## src/rtl/bcd_pkg.sv

```systemverilog
// Shared constants, FSM state encoding and digit helpers for the digit-serial BCD adder/subtractor.
package bcd_pkg;

    localparam int BCD_DIGIT_W = 4;
    localparam int BCD_MAX     = 9;
    localparam int BCD_CORR    = 6;

    typedef enum logic [1:0] {
        ST_IDLE = 2'd0,
        ST_RUN  = 2'd1,
        ST_DONE = 2'd2
    } state_t;

    // Wraps modulo 16 for non-decimal digits; such operands are only flagged, never corrected.
    function automatic logic [BCD_DIGIT_W-1:0] nines_comp(input logic [BCD_DIGIT_W-1:0] d);
        return BCD_DIGIT_W'(BCD_MAX) - d;
    endfunction

endpackage

```

## src/rtl/bcd_serial_addsub_if.sv

```systemverilog
// Start/busy/done bundle between a requester (master) and the serial BCD adder/subtractor (slave).
interface bcd_serial_addsub_if #(
    parameter int NDIGITS = 4
) ();

    // Handshake: start is accepted only while busy=0; busy covers RUN and DONE; done is a
    // one-cycle pulse and sum/carry_out/invalid are valid from that cycle until the next done.
    logic                   start;
    logic                   sub;
    logic [4*NDIGITS-1:0]   a;
    logic [4*NDIGITS-1:0]   b;
    logic                   busy;
    logic                   done;
    logic [4*NDIGITS-1:0]   sum;
    logic                   carry_out;
    logic                   invalid;
    bcd_pkg::state_t        dbg_state;

    modport master (
        output start, sub, a, b,
        input  busy, done, sum, carry_out, invalid, dbg_state
    );

    modport slave (
        input  start, sub, a, b,
        output busy, done, sum, carry_out, invalid, dbg_state
    );

endinterface

```

## src/rtl/bcd_digit_cell.sv

```systemverilog
// Combinational single-digit BCD adder: binary add, >9 detect, +6 correction.
module bcd_digit_cell
    import bcd_pkg::*;
(
    input  logic [BCD_DIGIT_W-1:0] d_a,
    input  logic [BCD_DIGIT_W-1:0] d_b,
    input  logic                   cin,
    output logic [BCD_DIGIT_W-1:0] d_s,
    output logic                   cout
);

    logic [BCD_DIGIT_W:0] w_t;
    logic [BCD_DIGIT_W:0] w_t_corr;

    assign w_t      = {1'b0, d_a} + {1'b0, d_b} + {{BCD_DIGIT_W{1'b0}}, cin};
    assign w_t_corr = w_t + (BCD_DIGIT_W + 1)'(BCD_CORR);

    always_comb begin
        d_s  = w_t[BCD_DIGIT_W-1:0];
        cout = 1'b0;
        if (w_t > (BCD_DIGIT_W + 1)'(BCD_MAX)) begin
            d_s  = w_t_corr[BCD_DIGIT_W-1:0];
            cout = 1'b1;
        end
    end

endmodule

```

## src/rtl/bcd_serial_addsub.sv

```systemverilog
// Digit-serial packed-BCD adder/subtractor, one digit per clock LSD first, ten's-complement subtract.
module bcd_serial_addsub
    import bcd_pkg::*;
#(
    parameter int NDIGITS = 4
) (
    input  logic               clk,
    input  logic               rst_n,
    bcd_serial_addsub_if.slave bus
);

    localparam int W     = BCD_DIGIT_W * NDIGITS;
    localparam int IDX_W = (NDIGITS > 1) ? $clog2(NDIGITS) : 1;
    localparam logic [IDX_W-1:0] LAST_IDX = IDX_W'(NDIGITS - 1);

    state_t                 r_state;
    state_t                 w_next_state;
    logic [IDX_W-1:0]       r_idx;
    logic [W-1:0]           r_a;
    logic [W-1:0]           r_b;
    logic [W-1:0]           r_work;
    logic [W-1:0]           r_sum;
    logic                   r_sub;
    logic                   r_carry;
    logic                   r_invalid_w;
    logic                   r_done;
    logic                   r_carry_out;
    logic                   r_invalid;
    logic                   w_accept;
    logic                   w_last;
    logic                   w_invalid_in;
    logic [BCD_DIGIT_W-1:0] w_a_dig;
    logic [BCD_DIGIT_W-1:0] w_b_dig;
    logic [BCD_DIGIT_W-1:0] w_bd;
    logic [BCD_DIGIT_W-1:0] w_digit;
    logic                   w_cout;

    always_ff @(posedge clk) begin
        if (!rst_n) begin
            r_state <= ST_IDLE;
        end else begin
            r_state <= w_next_state;
        end
    end

    always_comb begin
        w_next_state = r_state;
        w_accept     = 1'b0;
        case (r_state)
            ST_IDLE: begin
                if (bus.start) begin
                    w_next_state = ST_RUN;
                    w_accept     = 1'b1;
                end
            end
            ST_RUN: begin
                if (w_last) begin
                    w_next_state = ST_DONE;
                end
            end
            ST_DONE: w_next_state = ST_IDLE;
            default: w_next_state = ST_IDLE;
        endcase
    end

    assign w_last = (r_idx == LAST_IDX);

    always_comb begin
        w_invalid_in = 1'b0;
        for (int i = 0; i < NDIGITS; i++) begin
            if ((bus.a[i*BCD_DIGIT_W +: BCD_DIGIT_W] > BCD_DIGIT_W'(BCD_MAX)) ||
                (bus.b[i*BCD_DIGIT_W +: BCD_DIGIT_W] > BCD_DIGIT_W'(BCD_MAX))) begin
                w_invalid_in = 1'b1;
            end
        end
    end

    // The single digit cell is time-shared: r_idx selects the operand digit pair each RUN cycle.
    assign w_a_dig = r_a[int'(r_idx)*BCD_DIGIT_W +: BCD_DIGIT_W];
    assign w_b_dig = r_b[int'(r_idx)*BCD_DIGIT_W +: BCD_DIGIT_W];
    assign w_bd    = r_sub ? nines_comp(w_b_dig) : w_b_dig;

    bcd_digit_cell u_cell (
        .d_a  (w_a_dig),
        .d_b  (w_bd),
        .cin  (r_carry),
        .d_s  (w_digit),
        .cout (w_cout)
    );

    always_ff @(posedge clk) begin
        if (!rst_n) begin
            r_idx       <= '0;
            r_a         <= '0;
            r_b         <= '0;
            r_work      <= '0;
            r_sub       <= 1'b0;
            r_carry     <= 1'b0;
            r_invalid_w <= 1'b0;
            r_done      <= 1'b0;
            r_sum       <= '0;
            r_carry_out <= 1'b0;
            r_invalid   <= 1'b0;
        end else begin
            r_done <= 1'b0;
            if (w_accept) begin
                r_a         <= bus.a;
                r_b         <= bus.b;
                r_sub       <= bus.sub;
                r_carry     <= bus.sub;
                r_idx       <= '0;
                r_invalid_w <= w_invalid_in;
            end else if (r_state == ST_RUN) begin
                r_work[int'(r_idx)*BCD_DIGIT_W +: BCD_DIGIT_W] <= w_digit;
                r_carry <= w_cout;
                if (!w_last) begin
                    r_idx <= r_idx + IDX_W'(1);
                end
            end else if (r_state == ST_DONE) begin
                r_done      <= 1'b1;
                r_sum       <= r_work;
                r_carry_out <= r_carry;
                r_invalid   <= r_invalid_w;
            end
        end
    end

    assign bus.busy      = (r_state != ST_IDLE);
    assign bus.done      = r_done;
    assign bus.sum       = r_sum;
    assign bus.carry_out = r_carry_out;
    assign bus.invalid   = r_invalid;
    assign bus.dbg_state = r_state;

endmodule

```

## src/flat_wrapper.sv

```systemverilog
// flat-port wrapper written by rule: the top's interface ports become plain ports
module bcd_serial_addsub_flat import bcd_pkg::*;
#(
    parameter int NDIGITS = 4
)
  (clk, rst_n, bus_start, bus_sub, bus_a, bus_b, bus_busy, bus_done, bus_sum, bus_carry_out, bus_invalid, bus_dbg_state);
  bcd_serial_addsub_if #(.NDIGITS(NDIGITS)) bus_i ();
  input  logic clk;
  input  logic rst_n;
  input wire logic [$bits(bus_i.start)-1:0] bus_start;
  input wire logic [$bits(bus_i.sub)-1:0] bus_sub;
  input wire logic [$bits(bus_i.a)-1:0] bus_a;
  input wire logic [$bits(bus_i.b)-1:0] bus_b;
  output wire logic [$bits(bus_i.busy)-1:0] bus_busy;
  output wire logic [$bits(bus_i.done)-1:0] bus_done;
  output wire logic [$bits(bus_i.sum)-1:0] bus_sum;
  output wire logic [$bits(bus_i.carry_out)-1:0] bus_carry_out;
  output wire logic [$bits(bus_i.invalid)-1:0] bus_invalid;
  output wire logic [$bits(bus_i.dbg_state)-1:0] bus_dbg_state;
  assign bus_i.start = bus_start;
  assign bus_i.sub = bus_sub;
  assign bus_i.a = bus_a;
  assign bus_i.b = bus_b;
  assign bus_busy = bus_i.busy;
  assign bus_done = bus_i.done;
  assign bus_sum = bus_i.sum;
  assign bus_carry_out = bus_i.carry_out;
  assign bus_invalid = bus_i.invalid;
  assign bus_dbg_state = bus_i.dbg_state;
  bcd_serial_addsub #(.NDIGITS(NDIGITS)) u_core (.clk(clk), .rst_n(rst_n), .bus(bus_i));
endmodule
```

## config.mk

```make
export PLATFORM = sky130hd
export DESIGN_NAME = bcd_serial_addsub_flat
export DESIGN_NICKNAME = d
export VERILOG_FILES = /design/src/rtl/bcd_pkg.sv /design/src/rtl/bcd_serial_addsub_if.sv /design/src/rtl/bcd_digit_cell.sv /design/src/rtl/bcd_serial_addsub.sv /design/src/flat_wrapper.sv
export SDC_FILE = /design/constraint.sdc
export NUM_CORES = 1
export LEC_CHECK = 0
export CAP_MARGIN = 5
export CORE_MARGIN = 2
export CORE_UTILIZATION = 45
export DETAILED_ROUTE_END_ITERATION = 10
export GPL_TIMING_DRIVEN = 1
export HOLD_SLACK_MARGIN = 0.1
export PLACE_DENSITY = 0.8
export SLEW_MARGIN = 20
export SYNTH_ARGS = -nofsm -noshare
export SYNTH_HDL_FRONTEND = slang
export SYNTH_SLANG_ARGS = --single-unit
```

## constraint.sdc

```tcl
create_clock -name clk -period 4.45 [get_ports clk]
set_clock_uncertainty 0.15 [all_clocks]
set_input_delay 0.6675 -clock clk [delete_from_list [all_inputs] [get_ports clk]]
set_output_delay 0.6675 -clock clk [all_outputs]
set_load 0.03 [all_outputs]
```

==> results.tsv, run 1 <==
metric	value	unit
multi_input_area	0.00181	mm^2
utilization	58.4	%
period_minus_slack	4.02	ns
drive_gt1_share	8.91	%
maxSlewViolCount	0	
synth-seq-cells	74	
grt_pass1_wl	12700	um
crit_family	adder cells	
io_pins	58	
area_delta_synth_final	24.5	%
power	1.50	mW
io_buffers	57	
cp-start-kind	register	
drc	0	
cts_buffers	9	
cts_resized	0	
cts.sinks	74	
rsz0062_at_grt	false	
muxShareOfSynthArea	6.33	%
firstDrtPassIters	4	
end_kind	register	
core	0.00729	mm^2
place_inst	543	
hold_viol_final	0	
grt_start_max_net_pins	63	
synth-compound-area-share	17.1	%
synth-simple-area-share	22.8	%
worst-path-max-fanout	16	
fill_cells	659	
synth_warnings	0	
status	finished, final reports clean	
worst_slew_pin_slew	1.01	ns
wl_per_cell	13.3	um
crit_slowest_cell	fa_1	
die_w	91.1	um
mostFrequentLayoutCells	nand2_1 (118), dfxtp_1 (74), clkdlybuf4s50_1 (57)	
fp.dieArea	0.00831	mm^2
first_global_vias	2817	
start_util	46.9	%
die_y	91.1	um
clock_path_buffers	2	
via_count	2969	
grt_overflow_total	0	
layoutNonFillerInstCount	559	
max_freq	249	MHz
ys_seq_area_share	43.4	%
synth-edff-count	0	
crit_type	register to register	
num_rows	31	
final_common_cell	nand2_1	
drt_first_iter_violations	130	
synthCells	406	
final.setup.tns	0	ns
synthFlopType	dfxtp_1	
synth.distinct_cells	51	
wl	7450	um
required	4.58	ns
crit_chain	mux4_2 -> xnor2_1 -> fa_1 -> fa_1 -> ha_1 -> nand2b_1 -> a32oi_2 -> a311oi_2 -> mux2_4 -> o21ai_2	
grt.total_usage	19.0	%
hpwlAfterDp	5460	um
hold_class	register to register	
p_leak	1.53	nW
gp_congestion	0.955	
relSlewSlack	32.3	%
clk_pin_slew_worst_paths	0.08	ns
syn_avg_cell_area	8.42	um^2
synth_top_family_by_area	simple AND/OR/NAND/NOR gates	
synthArstFlopShare	0	%
htreeDepth	3	
clock_latency	0.35	ns
syn_nets	456	
synthAdderAreaFrac	5.57	%
synth.cell_area	0.00342	mm^2
power_density	352	mW/mm^2
vdd_ir_drop_max	0.175	mV
nets	505	
cpPeakStageDelay	0.84	ns
hold_buffers	0	
worstPathArrival	4.15	ns
setup_viol	0	
crit_top_cell	fa_1	
diodes	0	
post-cts-setup-buffers	0	
cts_tree	built	
antenna_found_initial	0	
clock-root-buffer	clkbuf_8	
min_period_over_period	90.3	%
fin_hold_ws	0.299	ns
crit_buf_inv	0	
ant_nets	0	
maxCapViolCount	0	
synth_xor_area_share	1.03	%
regArea	0.00148	mm^2
drt-vias-per-instance	5.31	
worst reg2reg max path, cell delays in order, from the launching register on:
cell	delay [ns]
dfxtp_1	0.48
mux4_2	0.56
xnor2_1	0.15
fa_1	0.41
fa_1	0.84
ha_1	0.26
nand2b_1	0.10
a32oi_2	0.30
a311oi_2	0.19
mux2_4	0.38
o21ai_2	0.14
layout make-up:
type                            count  area share, %
Tap cell                           99           2.91
Clock buffer                        9           2.91
Inverter                           12           1.06
Clock inverter                      7           1.82
Multi-Input combinational cell    298           42.5
Timing Repair Buffer               60           13.9
Sequential cell                    74           34.8
flip-flops by register name, summed over array words and instances (netlist names):
name / cells
u_core.bus.done: 1
u_core.r_work: 16
u_core.r_invalid_w: 1
u_core.r_sub: 1
u_core.bus.invalid: 1
u_core.r_idx: 2
u_core.bus.dbg_state: 2
u_core.r_carry: 1
u_core.r_a: 16
u_core.bus.carry_out: 1
u_core.r_b: 16
u_core.bus.sum: 16
report_power, final:
group          switching (mW)  total, mW  internal [mW]
Clock                   0.258      0.523          0.264
Combinational           0.157      0.274          0.116
Sequential             0.0164      0.703          0.687
Total                   0.432       1.50           1.07
cell usage after synthesis, types with 2 or more instances:
library cell / count / area [um^2]
nand2_1: 118 / 443
dfxtp_1: 74 / 1480
a21oi_1: 55 / 275
clkbuf_1: 20 / 75.1
nor2_1: 13 / 48.8
ha_1: 12 / 150
inv_1: 11 / 41.3
nand3_1: 11 / 55.1
o21ai_0: 10 / 50.1
mux4_2: 8 / 180
o21ai_1: 6 / 30.0
a22oi_1: 4 / 30.0
nand4_1: 4 / 25.0
nor2b_1: 4 / 25.0
o21ai_2: 4 / 35.0
a21o_1: 3 / 22.5
a31oi_1: 3 / 18.8
xnor2_1: 3 / 26.3
a222oi_1: 2 / 20.0
and3_1: 2 / 12.5
and4_1: 2 / 17.5
fa_1: 2 / 40.0
nand2b_1: 2 / 12.5
nor4_1: 2 / 12.5
o211ai_1: 2 / 15.0
o311a_1: 2 / 20.0
o32a_1: 2 / 20.0
or3_1: 2 / 12.5
kinds of logic after synthesis:
logic type               count (synthesis)
flip-flops                              74
buffers and inverters                   34
AO/OA/AOI/OAI                           97
multiplexers                            11
AND/OR/NAND/NOR                        172
adder cells (fa/ha/maj)                 14
XOR/XNOR                                 4
path summary, 6_finish.rpt:
path	cells past startpoint	end	startpoint	slack (ns)
worst max-delay path	10	u_core.r_work[10]$_SDFFE_PN0P_	u_core.r_idx[0]$_SDFFE_PP0P_	0.43
worst min-delay path	2	u_core.bus.sum[6]$_SDFFE_PN0P_	u_core.r_work[6]$_SDFFE_PN0P_	0.30
worst max register to register	10	u_core.r_work[10]$_SDFFE_PN0P_	u_core.r_idx[0]$_SDFFE_PP0P_	0.43
worst min register to register	2	u_core.bus.sum[6]$_SDFFE_PN0P_	u_core.r_work[6]$_SDFFE_PN0P_	0.30
metrics by stage:
step / setup slack, ns / area [um^2]
after floorplan: 0.510 / 3420
after global placement: 0.637 / 4050
after detailed placement: 0.460 / 4050
after CTS: 0.451 / 4250
after global routing: 0.213 / 4260
final: 0.431 / 4260
metal layers:
layer	up-vias	routed length, um	GRT usage (%)
met2	87	3630	32.3
met5	-	0	0
met1	1357	3300	22.4
met4	0	207	10.1
met3	20	309	3.82
li1	1505	-	-
Note: power is estimated with default switching activity, not from simulation.
==> run 2: changes to the inputs <==
- clock period: 4.45 -> 4.93 ns (I/O delays scaled with it)
==> run 2 against run 1 <==
  * Routed wire length grew 2.8%
  * Critical path depth unchanged
  * Global-route usage is 0.40 points higher
==> results.tsv, run 2 (synthesized netlist as in run 1, its figures left out) <==
metric	value	unit
layoutNonFillerInstCount	558	
relSlewSlack	33.2	%
clock_latency	0.35	ns
grt_start_max_net_pins	63	
postPlaceCellArea	0.00404	mm^2
firstDrtPassIters	5	
period_minus_slack	4.01	ns
regArea	0.00148	mm^2
die_w	91.1	um
drive_gt1_share	8.71	%
grt.total_usage	19.4	%
first_global_vias	2927	
cts.sinks	74	
maxSlewViolCount	0	
power	1.42	mW
fin_hold_ws	0.302	ns
die_y	91.1	um
setup_viol	0	
core	0.00729	mm^2
crit_type	register to register	
clock_path_buffers	2	
gp_congestion	0.969	
maxCapViolCount	0	
via_count	3009	
io_buffers	57	
fp.dieArea	0.00831	mm^2
drc	0	
cts_buffers	9	
hold_buffers	0	
power_density	333	mW/mm^2
grt_overflow_total	0	
mostFrequentLayoutCells	nand2_1 (118), dfxtp_1 (74), clkdlybuf4s50_1 (57)	
multi_input_area	0.00181	mm^2
io_pins	58	
hpwlAfterDp	5550	um
diodes	0	
antenna_found_initial	0	
p_leak	1.54	nW
end_kind	register	
drt_first_iter_violations	97	
wl_per_cell	13.7	um
num_rows	31	
grt_pass1_wl	13000	um
cp-start-kind	register	
drt-vias-per-instance	5.39	
nets	504	
place_inst	542	
cts_resized	0	
worst_slew_pin_slew	1.00	ns
wl	7650	um
hold_class	register to register	
rsz0062_at_grt	false	
max_freq	249	MHz
post-cts-setup-buffers	0	
area_delta_synth_final	25.3	%
min_period_over_period	81.3	%
final_common_cell	nand2_1	
required	5.07	ns
status	finished, final reports clean	
final_area	0.00428	mm^2
worst-path-max-fanout	16	
start_util	46.9	%
worstPathArrival	4.15	ns
vdd_ir_drop_max	0.153	mV
cts_tree	built	
fill_cells	656	
final.setup.tns	0	ns
htreeDepth	3	
hold_viol_final	0	
clock-root-buffer	clkbuf_8	
ant_nets	0	
clk_pin_slew_worst_paths	0.08	ns
==> run 2: power by group <==
part | switching, mW | internal [mW] | leakage [nW]
registers | 0.0154 | 0.620 | 0.602
logic | 0.142 | 0.105 | 0.814
clock network | 0.236 | 0.306 | 0.119
==> run 2: routing by layer <==
layer | up-vias | GRT usage [%] | routed length (um)
met5 | - | 0 | 0
met3 | 20 | 5.64 | 428
met1 | 1384 | 22.5 | 3250
met4 | 0 | 8.21 | 131
met2 | 106 | 33.1 | 3840
li1 | 1499 | - | -
==> run 2: layout make-up <==
class | instances | share of cell area [%]
well taps | 99 | 2.89
clock inverters | 6 | 2.28
repair buffers | 59 | 13.7
clock buffers | 10 | 3.21
flip-flops and latches | 74 | 34.6
multi-input cells | 298 | 42.3
inverters | 12 | 1.05
==> run 2: worst max-delay path, cell delays in order (launching register included) <==
cell and delay (ns):
dfxtp_1 0.50, mux4_2 0.55, xnor2_1 0.15, fa_1 0.40
fa_1 0.87, ha_1 0.25, nand2b_1 0.09, a32oi_2 0.29
a311oi_2 0.19, mux2_4 0.38, o21ai_2 0.13
==> run 2: path summary, 6_finish.rpt <==
kind | to | start | cells past startpoint | slack (ns)
worst max-delay path | u_core.r_work[10]$_SDFFE_PN0P_ | u_core.r_idx[0]$_SDFFE_PP0P_ | 10 | 0.92
worst min-delay path | u_core.bus.sum[11]$_SDFFE_PN0P_ | u_core.r_work[11]$_SDFFE_PN0P_ | 2 | 0.30
worst max register to register | u_core.r_work[10]$_SDFFE_PN0P_ | u_core.r_idx[0]$_SDFFE_PP0P_ | 10 | 0.92
worst min register to register | u_core.bus.sum[11]$_SDFFE_PN0P_ | u_core.r_work[11]$_SDFFE_PN0P_ | 2 | 0.30
==> run 2: per-stage QoR <==
stage	worst slack (ns)	util [%]
floorplan	0.990	-
global route	0.687	58.7
CTS	0.934	58.7
finish	0.921	58.7
global placement	1.13	55.4
detailed placement	0.960	55.4
